`config.mk`:
```
export PLATFORM = sky130hd
export DESIGN_NAME = mult8_seq_ctrl_flat
export DESIGN_NICKNAME = d
export VERILOG_FILES = /design/src/rtl/mult8_seq_ctrl_pkg.sv /design/src/rtl/mult8_seq_ctrl_if.sv /design/src/rtl/mult8_seq_ctrl_mul4.sv /design/src/rtl/mult8_seq_ctrl.sv /design/src/flat_wrapper.sv
export SDC_FILE = /design/constraint.sdc
export NUM_CORES = 1
export LEC_CHECK = 0
export CORE_MARGIN = 1
export CORE_UTILIZATION = 60
export DETAILED_ROUTE_END_ITERATION = 8
export DONT_BUFFER_PORTS = 1
export GPL_TIMING_DRIVEN = 0
export PLACE_DENSITY = 0.83
export SLEW_MARGIN = 20
export SYNTH_ARGS = -nofsm -noshare
export SYNTH_HDL_FRONTEND = slang
export SYNTH_SLANG_ARGS = --single-unit
```
`constraint.sdc`:
```
create_clock -name clk -period 8.9 [get_ports clk]
set_input_delay 2.67 -clock clk [delete_from_list [all_inputs] [get_ports clk]]
set_output_delay 2.67 -clock clk [all_outputs]
set_load 0.02 [all_outputs]
```
`src/rtl/mult8_seq_ctrl_pkg.sv`:
```
// rtl/mult8_seq_ctrl_pkg.sv - shared types and constants for the sequential 8x8 multiplier
package mult_seq_pkg;

  // Widths
  localparam int OP_W   = 8;
  localparam int NIB_W  = 4;
  localparam int PROD_W = 16;

  // Step index: which nibble pair is fed to the core this cycle
  localparam logic [1:0] STEP_LL   = 2'd0;
  localparam logic [1:0] STEP_LH   = 2'd1;
  localparam logic [1:0] STEP_HL   = 2'd2;
  localparam logic [1:0] STEP_HH   = 2'd3;
  localparam logic [1:0] LAST_STEP = 2'd3;

  typedef enum logic [1:0] {
    IDLE = 2'd0,
    MUL  = 2'd1,
    DONE = 2'd2
  } state_e;

endpackage

```
`src/rtl/mult8_seq_ctrl_if.sv`:
```
// rtl/mult8_seq_ctrl_if.sv - request/result handshake bundle for mult8_seq_ctrl
interface mult8_seq_ctrl_if #(
  parameter int TAG_W = 4
);
  import mult_seq_pkg::*;

  logic                in_valid;
  logic                in_ready;
  logic [OP_W-1:0]     in_a;
  logic [OP_W-1:0]     in_b;
  logic [TAG_W-1:0]    in_tag;
  logic                out_valid;
  logic                out_ready;
  logic [PROD_W-1:0]   out_p;
  logic [TAG_W-1:0]    out_tag;
  logic                busy;

  // Multiplier side
  modport slave (
    input  in_valid, in_a, in_b, in_tag, out_ready,
    output in_ready, out_valid, out_p, out_tag, busy
  );

  // Request source / result consumer side
  modport master (
    output in_valid, in_a, in_b, in_tag, out_ready,
    input  in_ready, out_valid, out_p, out_tag, busy
  );

endinterface

```
`src/rtl/mult8_seq_ctrl_mul4.sv`:
```
// rtl/mult8_seq_ctrl_mul4.sv - combinational 4x4 unsigned array multiplier core
module four_x_four_Multiplier
  import mult_seq_pkg::*;
(
  input  logic [NIB_W-1:0]   a,
  input  logic [NIB_W-1:0]   b,
  output logic [2*NIB_W-1:0] p
);

  // Sum of AND-gated rows, each row shifted by its multiplier bit position
  always_comb begin
    p = '0;
    for (int i = 0; i < NIB_W; i++) begin
      p = p + ({{NIB_W{1'b0}}, (a & {NIB_W{b[i]}})} << i);
    end
  end

endmodule

```
`src/rtl/mult8_seq_ctrl.sv`:
```
// rtl/mult8_seq_ctrl.sv - 8x8 product over four cycles through one 4x4 core
module mult8_seq_ctrl
  import mult_seq_pkg::*;
#(
  parameter int TAG_W = 4
) (
  input  logic              clk,
  input  logic              rst,
  mult8_seq_ctrl_if.slave   bus
);

  state_e              state_q, state_d;
  logic [1:0]          step_q, step_d;
  logic [PROD_W-1:0]   acc_q, acc_d;
  logic [OP_W-1:0]     a_q, a_d;
  logic [OP_W-1:0]     b_q, b_d;
  logic [TAG_W-1:0]    tag_q, tag_d;
  logic [PROD_W-1:0]   out_p_q, out_p_d;
  logic [TAG_W-1:0]    out_tag_q, out_tag_d;
  logic                out_valid_q, out_valid_d;

  logic [NIB_W-1:0]    nib_a;
  logic [NIB_W-1:0]    nib_b;
  logic [2*NIB_W-1:0]  pp;
  logic [PROD_W-1:0]   pp_shifted;
  logic [PROD_W-1:0]   acc_sum;
  logic                in_ready_c;
  logic                accept;

  four_x_four_Multiplier u_core (
    .a (nib_a),
    .b (nib_b),
    .p (pp)
  );

  // Nibble selection and partial-product alignment for the current step
  always_comb begin
    nib_a      = a_q[NIB_W-1:0];
    nib_b      = b_q[NIB_W-1:0];
    pp_shifted = {{(PROD_W-2*NIB_W){1'b0}}, pp};
    case (step_q)
      STEP_LL: begin
        nib_a      = a_q[NIB_W-1:0];
        nib_b      = b_q[NIB_W-1:0];
        pp_shifted = {{(PROD_W-2*NIB_W){1'b0}}, pp};
      end
      STEP_LH: begin
        nib_a      = a_q[NIB_W-1:0];
        nib_b      = b_q[OP_W-1:NIB_W];
        pp_shifted = {{(PROD_W-2*NIB_W-4){1'b0}}, pp, 4'b0};
      end
      STEP_HL: begin
        nib_a      = a_q[OP_W-1:NIB_W];
        nib_b      = b_q[NIB_W-1:0];
        pp_shifted = {{(PROD_W-2*NIB_W-4){1'b0}}, pp, 4'b0};
      end
      default: begin
        nib_a      = a_q[OP_W-1:NIB_W];
        nib_b      = b_q[OP_W-1:NIB_W];
        pp_shifted = {pp, 8'b0};
      end
    endcase
  end

  assign acc_sum = acc_q + pp_shifted;

  // Ready: always in IDLE, follows the consumer in DONE, never during reset
  always_comb begin
    in_ready_c = 1'b0;
    if (!rst) begin
      case (state_q)
        IDLE:    in_ready_c = 1'b1;
        DONE:    in_ready_c = bus.out_ready;
        default: in_ready_c = 1'b0;
      endcase
    end
  end

  // Next-state, step/accumulate and result capture
  always_comb begin
    state_d     = state_q;
    step_d      = step_q;
    acc_d       = acc_q;
    a_d         = a_q;
    b_d         = b_q;
    tag_d       = tag_q;
    out_p_d     = out_p_q;
    out_tag_d   = out_tag_q;
    out_valid_d = out_valid_q;
    accept      = 1'b0;

    case (state_q)
      IDLE: begin
        accept = bus.in_valid;
      end
      MUL: begin
        acc_d  = acc_sum;
        step_d = step_q + 2'd1;
        if (step_q == LAST_STEP) begin
          out_p_d     = acc_sum;
          out_tag_d   = tag_q;
          out_valid_d = 1'b1;
          state_d     = DONE;
        end
      end
      DONE: begin
        if (bus.out_ready) begin
          out_valid_d = 1'b0;
          state_d     = IDLE;
          accept      = bus.in_valid;
        end
      end
      default: begin
        state_d = IDLE;
      end
    endcase

    // A new request restarts the sequence from the low nibble pair
    if (accept) begin
      a_d     = bus.in_a;
      b_d     = bus.in_b;
      tag_d   = bus.in_tag;
      acc_d   = '0;
      step_d  = STEP_LL;
      state_d = MUL;
    end
  end

  // State and datapath registers; reset discards any in-flight product
  always_ff @(posedge clk or posedge rst) begin
    if (rst) begin
      state_q     <= IDLE;
      step_q      <= STEP_LL;
      acc_q       <= '0;
      a_q         <= '0;
      b_q         <= '0;
      tag_q       <= '0;
      out_p_q     <= '0;
      out_tag_q   <= '0;
      out_valid_q <= 1'b0;
    end else begin
      state_q     <= state_d;
      step_q      <= step_d;
      acc_q       <= acc_d;
      a_q         <= a_d;
      b_q         <= b_d;
      tag_q       <= tag_d;
      out_p_q     <= out_p_d;
      out_tag_q   <= out_tag_d;
      out_valid_q <= out_valid_d;
    end
  end

  assign bus.in_ready  = in_ready_c;
  assign bus.out_valid = out_valid_q;
  assign bus.out_p     = out_p_q;
  assign bus.out_tag   = out_tag_q;
  assign bus.busy      = (state_q == MUL);

endmodule

```
`src/flat_wrapper.sv`:
```
// flat-port wrapper written by rule: the top's interface ports become plain ports
module mult8_seq_ctrl_flat import mult_seq_pkg::*;
#(
  parameter int TAG_W = 4
)
  (clk, rst, bus_in_valid, bus_in_a, bus_in_b, bus_in_tag, bus_out_ready, bus_in_ready, bus_out_valid, bus_out_p, bus_out_tag, bus_busy);
  mult8_seq_ctrl_if #(.TAG_W(TAG_W)) bus_i ();
  input  logic clk;
  input  logic rst;
  input wire logic [$bits(bus_i.in_valid)-1:0] bus_in_valid;
  input wire logic [$bits(bus_i.in_a)-1:0] bus_in_a;
  input wire logic [$bits(bus_i.in_b)-1:0] bus_in_b;
  input wire logic [$bits(bus_i.in_tag)-1:0] bus_in_tag;
  input wire logic [$bits(bus_i.out_ready)-1:0] bus_out_ready;
  output wire logic [$bits(bus_i.in_ready)-1:0] bus_in_ready;
  output wire logic [$bits(bus_i.out_valid)-1:0] bus_out_valid;
  output wire logic [$bits(bus_i.out_p)-1:0] bus_out_p;
  output wire logic [$bits(bus_i.out_tag)-1:0] bus_out_tag;
  output wire logic [$bits(bus_i.busy)-1:0] bus_busy;
  assign bus_i.in_valid = bus_in_valid;
  assign bus_i.in_a = bus_in_a;
  assign bus_i.in_b = bus_in_b;
  assign bus_i.in_tag = bus_in_tag;
  assign bus_i.out_ready = bus_out_ready;
  assign bus_in_ready = bus_i.in_ready;
  assign bus_out_valid = bus_i.out_valid;
  assign bus_out_p = bus_i.out_p;
  assign bus_out_tag = bus_i.out_tag;
  assign bus_busy = bus_i.busy;
  mult8_seq_ctrl #(.TAG_W(TAG_W)) u_core (.clk(clk), .rst(rst), .bus(bus_i));
endmodule
```
==> reports/metrics.yaml, run 1 <==
drt_iter0_markers: 136
finalHoldViolCount: 0
required_ns: 9.10
syn_area_per_cell_um2: 9.096
setup_violations: 0
synth_ff_type: "dfrtp_1"
vias_per_cell: 5.802
async_flop_share_pct: 100.0
yosys-top-cells-area: "dfrtp_1 41%, ha_1 9.4%, nand2_1 9.4%"
start_kind: "flop"
cts-htree-levels: 3
critical_path.max_fanout: 6
yosysMostFrequentCell: "nand2_1"
start_util_pct: 62.31
avgRoutedWirePerCell_um: 16.50
outcome: "finished, final reports clean"
cts_root_buf: "clkbuf_8"
slew_headroom_pct: 57.67
fin_tns_setup_ns: 0
num_rows: 28
synth_area_um2: 3711
synthCells: 408
ant_nets: 0
post-route-drc-count: 0
fin_crit_ns: 6.074
grt_max_degree: 37
gp_congestion: 0.9348
die_w_um: 80.65
post-cts-setup-buffers: 0
n_antenna_cell: 0
slew_violations: 0
grt_pass1_vias: 2963
synth-seq-cells: 61
cp-end-kind: "flop"
clock_latency_ns: 0.34
cts_resized: 0
max_slew.worst_pin.slew_ns: 0.6301
syn_nets: 466
die_height_um: 80.65
clk_pin_slew_ns: 0.06
grt_remaining_overflow: 0
grt_setup_unrepaired: "false"
dr.pass1.iters: 4
die_area_um2: 6504
cts.sinks: 61
drive_gt1_share_pct: 8.019
dr_wl_met3_um: 473
crit_chain: "inv_1 > ha_1 > nor2_1 > mux2i_1 > nor2_1 > ha_1 > fa_1 > xnor2_1 > fa_1 > inv_1 > ha_1 > fa_1 > a21o_1 > a21o_1 > a22oi_1 > nor2_1 > ha_1 > a21oi_1 > o21ai_1 > a311o_1 > a31oi_1 > xor2_1 > o21ai_1"
synth.top_cells.by_count: "93 x nand2_1, 61 x dfrtp_1, 28 x ha_1"
ios: 47
max_clock_freq_mhz: 164.6
yosysTopAreaCell: "dfrtp_1"
synth-seq-area-share_pct: 41.13
drt_wl_total_um: 8233
yosysWarnings: 0
crit_top_cell: "ha_1"
regToRegSetupSlack_ns: 2.83
grt_pass1_wl_um: 13630
synth_top_area_share_pct: 41.13
hpwl_um: 6063
post-route-period-util_pct: 68.25
synth_edf_count: 0
final_nets: 478
cts_tree: "built"
syn2layout_area_growth_pct: 8.328
slowest_stage: "fa_1"
vias: 2895
cts_buffers: 9
track_usage_pct: 28.52
criticalPathCategory: "flop to flop"
fillers: 483
wl_met2_um: 4083
drt-met1-wl_um: 3544
cts_hold_buffers: 0
port_buffers: 0
cap_violations: 0
routed.top_layer: "met4"
clk_path_buf_depth: 2
antenna_found_initial: 0
cp.arrival_ns: 6.27
max_stage_delay_ns: 0.54
synth_cell_types: 44
hold_class: "flop to flop"
skew_ns: 0.009190
coreArea_um2: 5956
==> state kept, by name, indices dropped and copies added (netlist names) <==
register              count
u_core.a_q                8
u_core.acc_q             16
u_core.b_q                8
u_core.bus.out_p         16
u_core.bus.out_tag        4
u_core.bus.out_valid      1
u_core.state_q            2
u_core.step_q             2
u_core.tag_q              4
==> layout by cell type (no fill, tap or decap), drive strengths merged, types with 6 or more instances in the layout <==
cell / synthesis / routed
inv: 15 / 15
ha: 28 / 28
nand2: 94 / 94
a21oi: 20 / 20
a21o: 6 / 6
xnor2: 9 / 9
clkbuf: 6 / 20
fa: 6 / 6
mux2: 9 / 9
and2: 10 / 10
nand3: 14 / 14
mux2i: 10 / 10
buf: 9 / 10
xor2: 8 / 8
o21ai: 43 / 43
or2: 6 / 6
nor2: 23 / 23
dfrtp: 61 / 61
==> cell families (layout without fill, tap and decap cells) <==
family                   Yosys count  in the layout  synth area share (%)
AO/OA/AOI/OAI                     89             89                 14.67
XOR/XNOR                          17             17                 4.012
adder cells (fa/ha/maj)           34             34                 12.68
buffers and inverters             30             46                 3.472
flip-flops                        61             61                 41.13
multiplexers                      19             19                 5.428
AND/OR/NAND/NOR                  158            158                 18.61
==> critical path, delay by kind of cell (launching register included) <==
family          cells  cell delay, ns
fa+ha+maj           7            2.47
xor+xnor            2            0.44
mux                 1            0.40
buf+inv             2            0.15
compound gates      8            1.42
simple gates        3            0.62
flops               1            0.43
==> per-stage QoR <==
step	instance area [um2]	setup WS, ns	hold WS (ns)	instances	util [%]
4_1_cts	4020	2.887	0.4705	499	67.50
2_1_floorplan	3711	3.065	0.4385	408	-
6_report	4020	2.826	0.4703	499	67.50
3_3_place_gp	3805	3.010	0.4496	483	63.89
5_1_grt	4020	2.526	0.4963	499	67.50
3_5_place_dp	3827	2.899	0.4561	484	64.26
==> final timing paths <==
| path | from | end | cells past startpoint |
|---|---|---|---|
| max | u_core.step_q[0]$_DFFE_PP0P_ | u_core.acc_q[14]$_DFFE_PP0P_ | 23 |
| min | u_core.tag_q[2]$_DFFE_PP0P_ | u_core.tag_q[2]$_DFFE_PP0P_ | 2 |
| max reg2reg | u_core.step_q[0]$_DFFE_PP0P_ | u_core.acc_q[14]$_DFFE_PP0P_ | 23 |
| min reg2reg | u_core.tag_q[2]$_DFFE_PP0P_ | u_core.tag_q[2]$_DFFE_PP0P_ | 2 |
| max in group asynchronous | rst | u_core.acc_q[14]$_DFFE_PP0P_ | 2 |
| min in group asynchronous | rst | u_core.a_q[4]$_DFFE_PP0P_ | 1 |
==> layer usage <==
| metal | global-route usage (%) | vias up |
|---|---|---|
| met5 | 0 | - |
| met4 | 12.14 | 0 |
| met3 | 7.614 | 13 |
| met2 | 48.98 | 79 |
| met1 | 33.28 | 1398 |
| li1 | - | 1405 |
==> layout make-up <==
class | count | area (um2) | area share [%]
inverter | 15 | 58.81 | 1.463
clock inverter | 1 | 30.03 | 0.7470
multi-input combinational | 317 | 2056 | 51.14
clock buffer | 14 | 162.7 | 4.046
timing repair buffer | 1 | 20.02 | 0.4980
tap | 75 | 93.84 | 2.334
sequential | 61 | 1526 | 37.97
buffer | 15 | 72.57 | 1.805
Power of run 1 is left out: the tool's default activity adds up to more than one toggle a clock period on the data nets, which glitch-free logic cannot reach.
==> run 2, diff against run 1 <==
--- a/config.mk
+++ b/config.mk
@@ -6,7 +6,7 @@
 export NUM_CORES = 1
 export LEC_CHECK = 0
 export CORE_MARGIN = 1
-export CORE_UTILIZATION = 60
+export CORE_UTILIZATION = 58
 export DETAILED_ROUTE_END_ITERATION = 8
 export DONT_BUFFER_PORTS = 1
 export GPL_TIMING_DRIVEN = 0
==> constraint.sdc (replaced) <==
create_clock -name clk -period 5.06 [get_ports clk]
set_input_delay 1.518 -clock clk [delete_from_list [all_inputs] [get_ports clk]]
set_output_delay 1.518 -clock clk [all_outputs]
set_load 0.02 [all_outputs]
==> run 2 against run 1 <==
- the flow now finishes with violations (negative setup slack)
- non-clock buffer count up 24
- clock skew down 0.0014 ns
- register-to-register slack worse by 3.3 ns
- global-route usage up 2.5 points
- critical path depth up 1
- via count up 12%
- final area up 14%
- utilization up 7.9 points
- clock-buffer cell count down 3
- critical path type unchanged
- critical endpoint unchanged
- largest cell class unchanged
==> reports/metrics.yaml, run 2 (same netlist as run 1, synthesis figures left out) <==
post-route-drc-count: 0  # unchanged
drive_gt1_share_pct: 24.94  # was 8.019%
layout.cells.most_common: "nand2_1"  # unchanged
clock_latency_ns: 0.35  # was 0.34 ns
drt_wl_total_um: 9985  # was 8233 um
vias_per_cell: 6.170  # was 5.802
crit_buf_inv: 4  # was 2
n_antenna_cell: 0  # unchanged
coreArea_um2: 6061  # was 5956 um2
start_util_pct: 61.23  # was 62.31%
max_clock_freq_mhz: 182.2  # was 164.6 MHz
die_height_um: 81.99  # was 80.65 um
final_nets: 502  # was 478
vias: 3233  # was 2895
cts_tree: "built"  # unchanged
grt_max_degree: 33  # was 37
port_buffers: 0  # unchanged
timing.final.ws_setup_ns: -0.4274  # was 2.826 ns
max_stage_delay_ns: 0.50  # was 0.54 ns
slowest_stage: "fa_1"  # unchanged
criticalPathCategory: "flop to flop"  # unchanged
worst_hold_slack_ns: 0.4746  # was 0.4703 ns
cp-end-kind: "flop"  # unchanged
grt_pass1_wl_um: 15070  # was 13630 um
cts_buffers: 9  # unchanged
fillers: 383  # was 483
avgRoutedWirePerCell_um: 19.06  # was 16.50 um
hpwl_um: 6318  # was 6063 um
antenna_found_initial: 0  # unchanged
track_usage_pct: 31.04  # was 28.52%
cts_hold_buffers: 0  # unchanged
start_kind: "flop"  # unchanged
clk_path_buf_depth: 2  # unchanged
outcome: "finished with violations"  # was finished, final reports clean
num_rows: 28  # unchanged
drt_iter0_markers: 223  # was 136
cts.sinks: 61  # unchanged
gp_congestion: 0.9154  # was 0.9348
regToRegSetupSlack_ns: -0.43  # was 2.83 ns
grt_setup_unrepaired: "true"  # was false
dr.pass1.iters: 6  # was 4
final_cell_mix: "93 x nand2_1, 60 x dfrtp_1, 28 x o21ai_1, 20 x buf_4, 19 x ha_1"  # was 93 x nand2_1, 61 x dfrtp_1, 28 x ha_1, 26 x o21ai_1, 23 x nor2_1
fin_crit_ns: 5.487  # was 6.074 ns
syn2layout_area_growth_pct: 23.06  # was 8.328%
seqCellArea_um2: 1528  # was 1526 um2
die_w_um: 81.99  # was 80.65 um
die_area_um2: 6722  # was 6504 um2
grt_remaining_overflow: 0  # unchanged
hold_class: "flop to flop"  # unchanged
path_delay_family: "adder cells"  # unchanged
ios: 47  # unchanged
violations: "negative setup slack"
slew_violations: 0  # unchanged
cts-htree-levels: 3  # unchanged
clk_pin_slew_ns: 0.07  # was 0.06 ns
skew_ns: 0.007747  # was 0.009190 ns
critical_path.max_fanout: 5  # was 6
max_slew.worst_pin.slew_ns: 0.6371  # was 0.6301 ns
crit_chain: "buf_4 > ha_4 > nor2_4 > buf_12 > mux2i_2 > nor2_1 > ha_1 > buf_4 > xnor2_2 > fa_1 > inv_2 > ha_4 > fa_2 > a21o_1 > a21o_1 > a22oi_2 > nor2_2 > ha_1 > a21oi_2 > o21ai_1 > a311o_1 > a31oi_1 > xor2_1 > o21ai_1"  # was inv_1 > ha_1 > nor2_1 > mux2i_1 > nor2_1 > ha_1 > fa_1 > xnor2_1 > fa_1 > inv_1 > ha_1 > fa_1 > a21o_1 > a21o_1 > a22oi_1 > nor2_1 > ha_1 > a21oi_1 > o21ai_1 > a311o_1 > a31oi_1 > xor2_1 > o21ai_1
slew_headroom_pct: 57.20  # was 57.67%
finalHoldViolCount: 0  # unchanged
required_ns: 5.28  # was 9.10 ns
cts_root_buf: "clkbuf_8"  # unchanged
ant_nets: 0  # unchanged
cap_violations: 0  # unchanged
grt_pass1_vias: 3135  # was 2963
cp.arrival_ns: 5.71  # was 6.27 ns
multiInputGateArea_um2: 2410  # was 2056 um2
post-route-period-util_pct: 108.4  # was 68.25%
setup_violations: 16  # was 0
-- run 2: cell types whose count changed in the layout (fill, tap and decap cells not counted), moves of 6 or more --
| cell | before | now |
|---|---|---|
| buf_4 | 0 | 20 |
| ha_1 | 28 | 19 |
| ha_4 | 0 | 7 |
| mux2i_1 | 10 | 3 |
| nor2_1 | 23 | 17 |
-- run 2: through the flow --
step | TNS [ns] | area (um2) | utilization [%] | setup WS (ns) | instances
2_1_floorplan | 0 | 3761 | - | 0.02691 | 408
3_3_place_gp | -3.021 | 3855 | 63.60 | -0.4215 | 483
3_5_place_dp | -5.111 | 3877 | 63.98 | -0.5302 | 484
4_1_cts | -0.4216 | 4418 | 72.89 | -0.1347 | 518
5_1_grt | -5.927 | 4567 | 75.35 | -0.5648 | 524
6_report | -3.183 | 4567 | 75.35 | -0.4274 | 524
-- run 2: layout make-up --
class                      count  share of cell area, %
buffer                        15                  1.589
clock buffer                  11                  3.096
inverter                      15                  1.342
clock inverter                 5                 0.7945
multi-input combinational    317                  52.77
sequential                    61                  33.45
tap                           75                  2.055
timing repair buffer          25                  4.904
-- run 2: worst reg2reg max path, cell delays in order, from the launching register on --
cell     delay, ns
dfrtp_1       0.41
buf_4         0.16
ha_4          0.15
nor2_4        0.11
buf_12        0.14
mux2i_2       0.34
nor2_1        0.10
ha_1          0.34
buf_4         0.17
xnor2_2       0.14
fa_1          0.50
inv_2         0.05
ha_4          0.16
fa_2          0.38
a21o_1        0.19
a21o_1        0.21
a22oi_2       0.16
nor2_2        0.08
ha_1          0.36
a21oi_2       0.16
o21ai_1       0.09
a311o_1       0.37
a31oi_1       0.23
xor2_1        0.26
o21ai_1       0.09
-- run 2: path summary, 6_finish.rpt --
| kind | to | cells after the start | from |
|---|---|---|---|
| max | u_core.acc_q[14]$_DFFE_PP0P_ | 24 | u_core.step_q[0]$_DFFE_PP0P_ |
| min | u_core.tag_q[1]$_DFFE_PP0P_ | 2 | u_core.tag_q[1]$_DFFE_PP0P_ |
| max reg2reg | u_core.acc_q[14]$_DFFE_PP0P_ | 24 | u_core.step_q[0]$_DFFE_PP0P_ |
| min reg2reg | u_core.tag_q[1]$_DFFE_PP0P_ | 2 | u_core.tag_q[1]$_DFFE_PP0P_ |
| max in group asynchronous | u_core.bus.out_p[10]$_DFFE_PP0P_ | 2 | rst |
| min in group asynchronous | u_core.tag_q[1]$_DFFE_PP0P_ | 1 | rst |
-- run 2: what timing repair did --
| action | 4_1_cts | 5_1_grt |
|---|---|---|
| gates resized for setup | 41 | 24 |
| buffers inserted | 19 | 6 |
| endpoints found under the hold margin | 0 | 0 |
| pin swaps | 35 | 18 |
| setup endpoints to repair | 18 | 22 |
-- run 2: routing by layer --
layer	vias up	GRT usage (%)	wire, um
met3	36	7.000	724
met2	164	50.99	4906
met4	0	16.67	316
met1	1572	37.71	4037
met5	-	0	0
li1	1461	-	-
Power of run 2 is left out for the same reason.
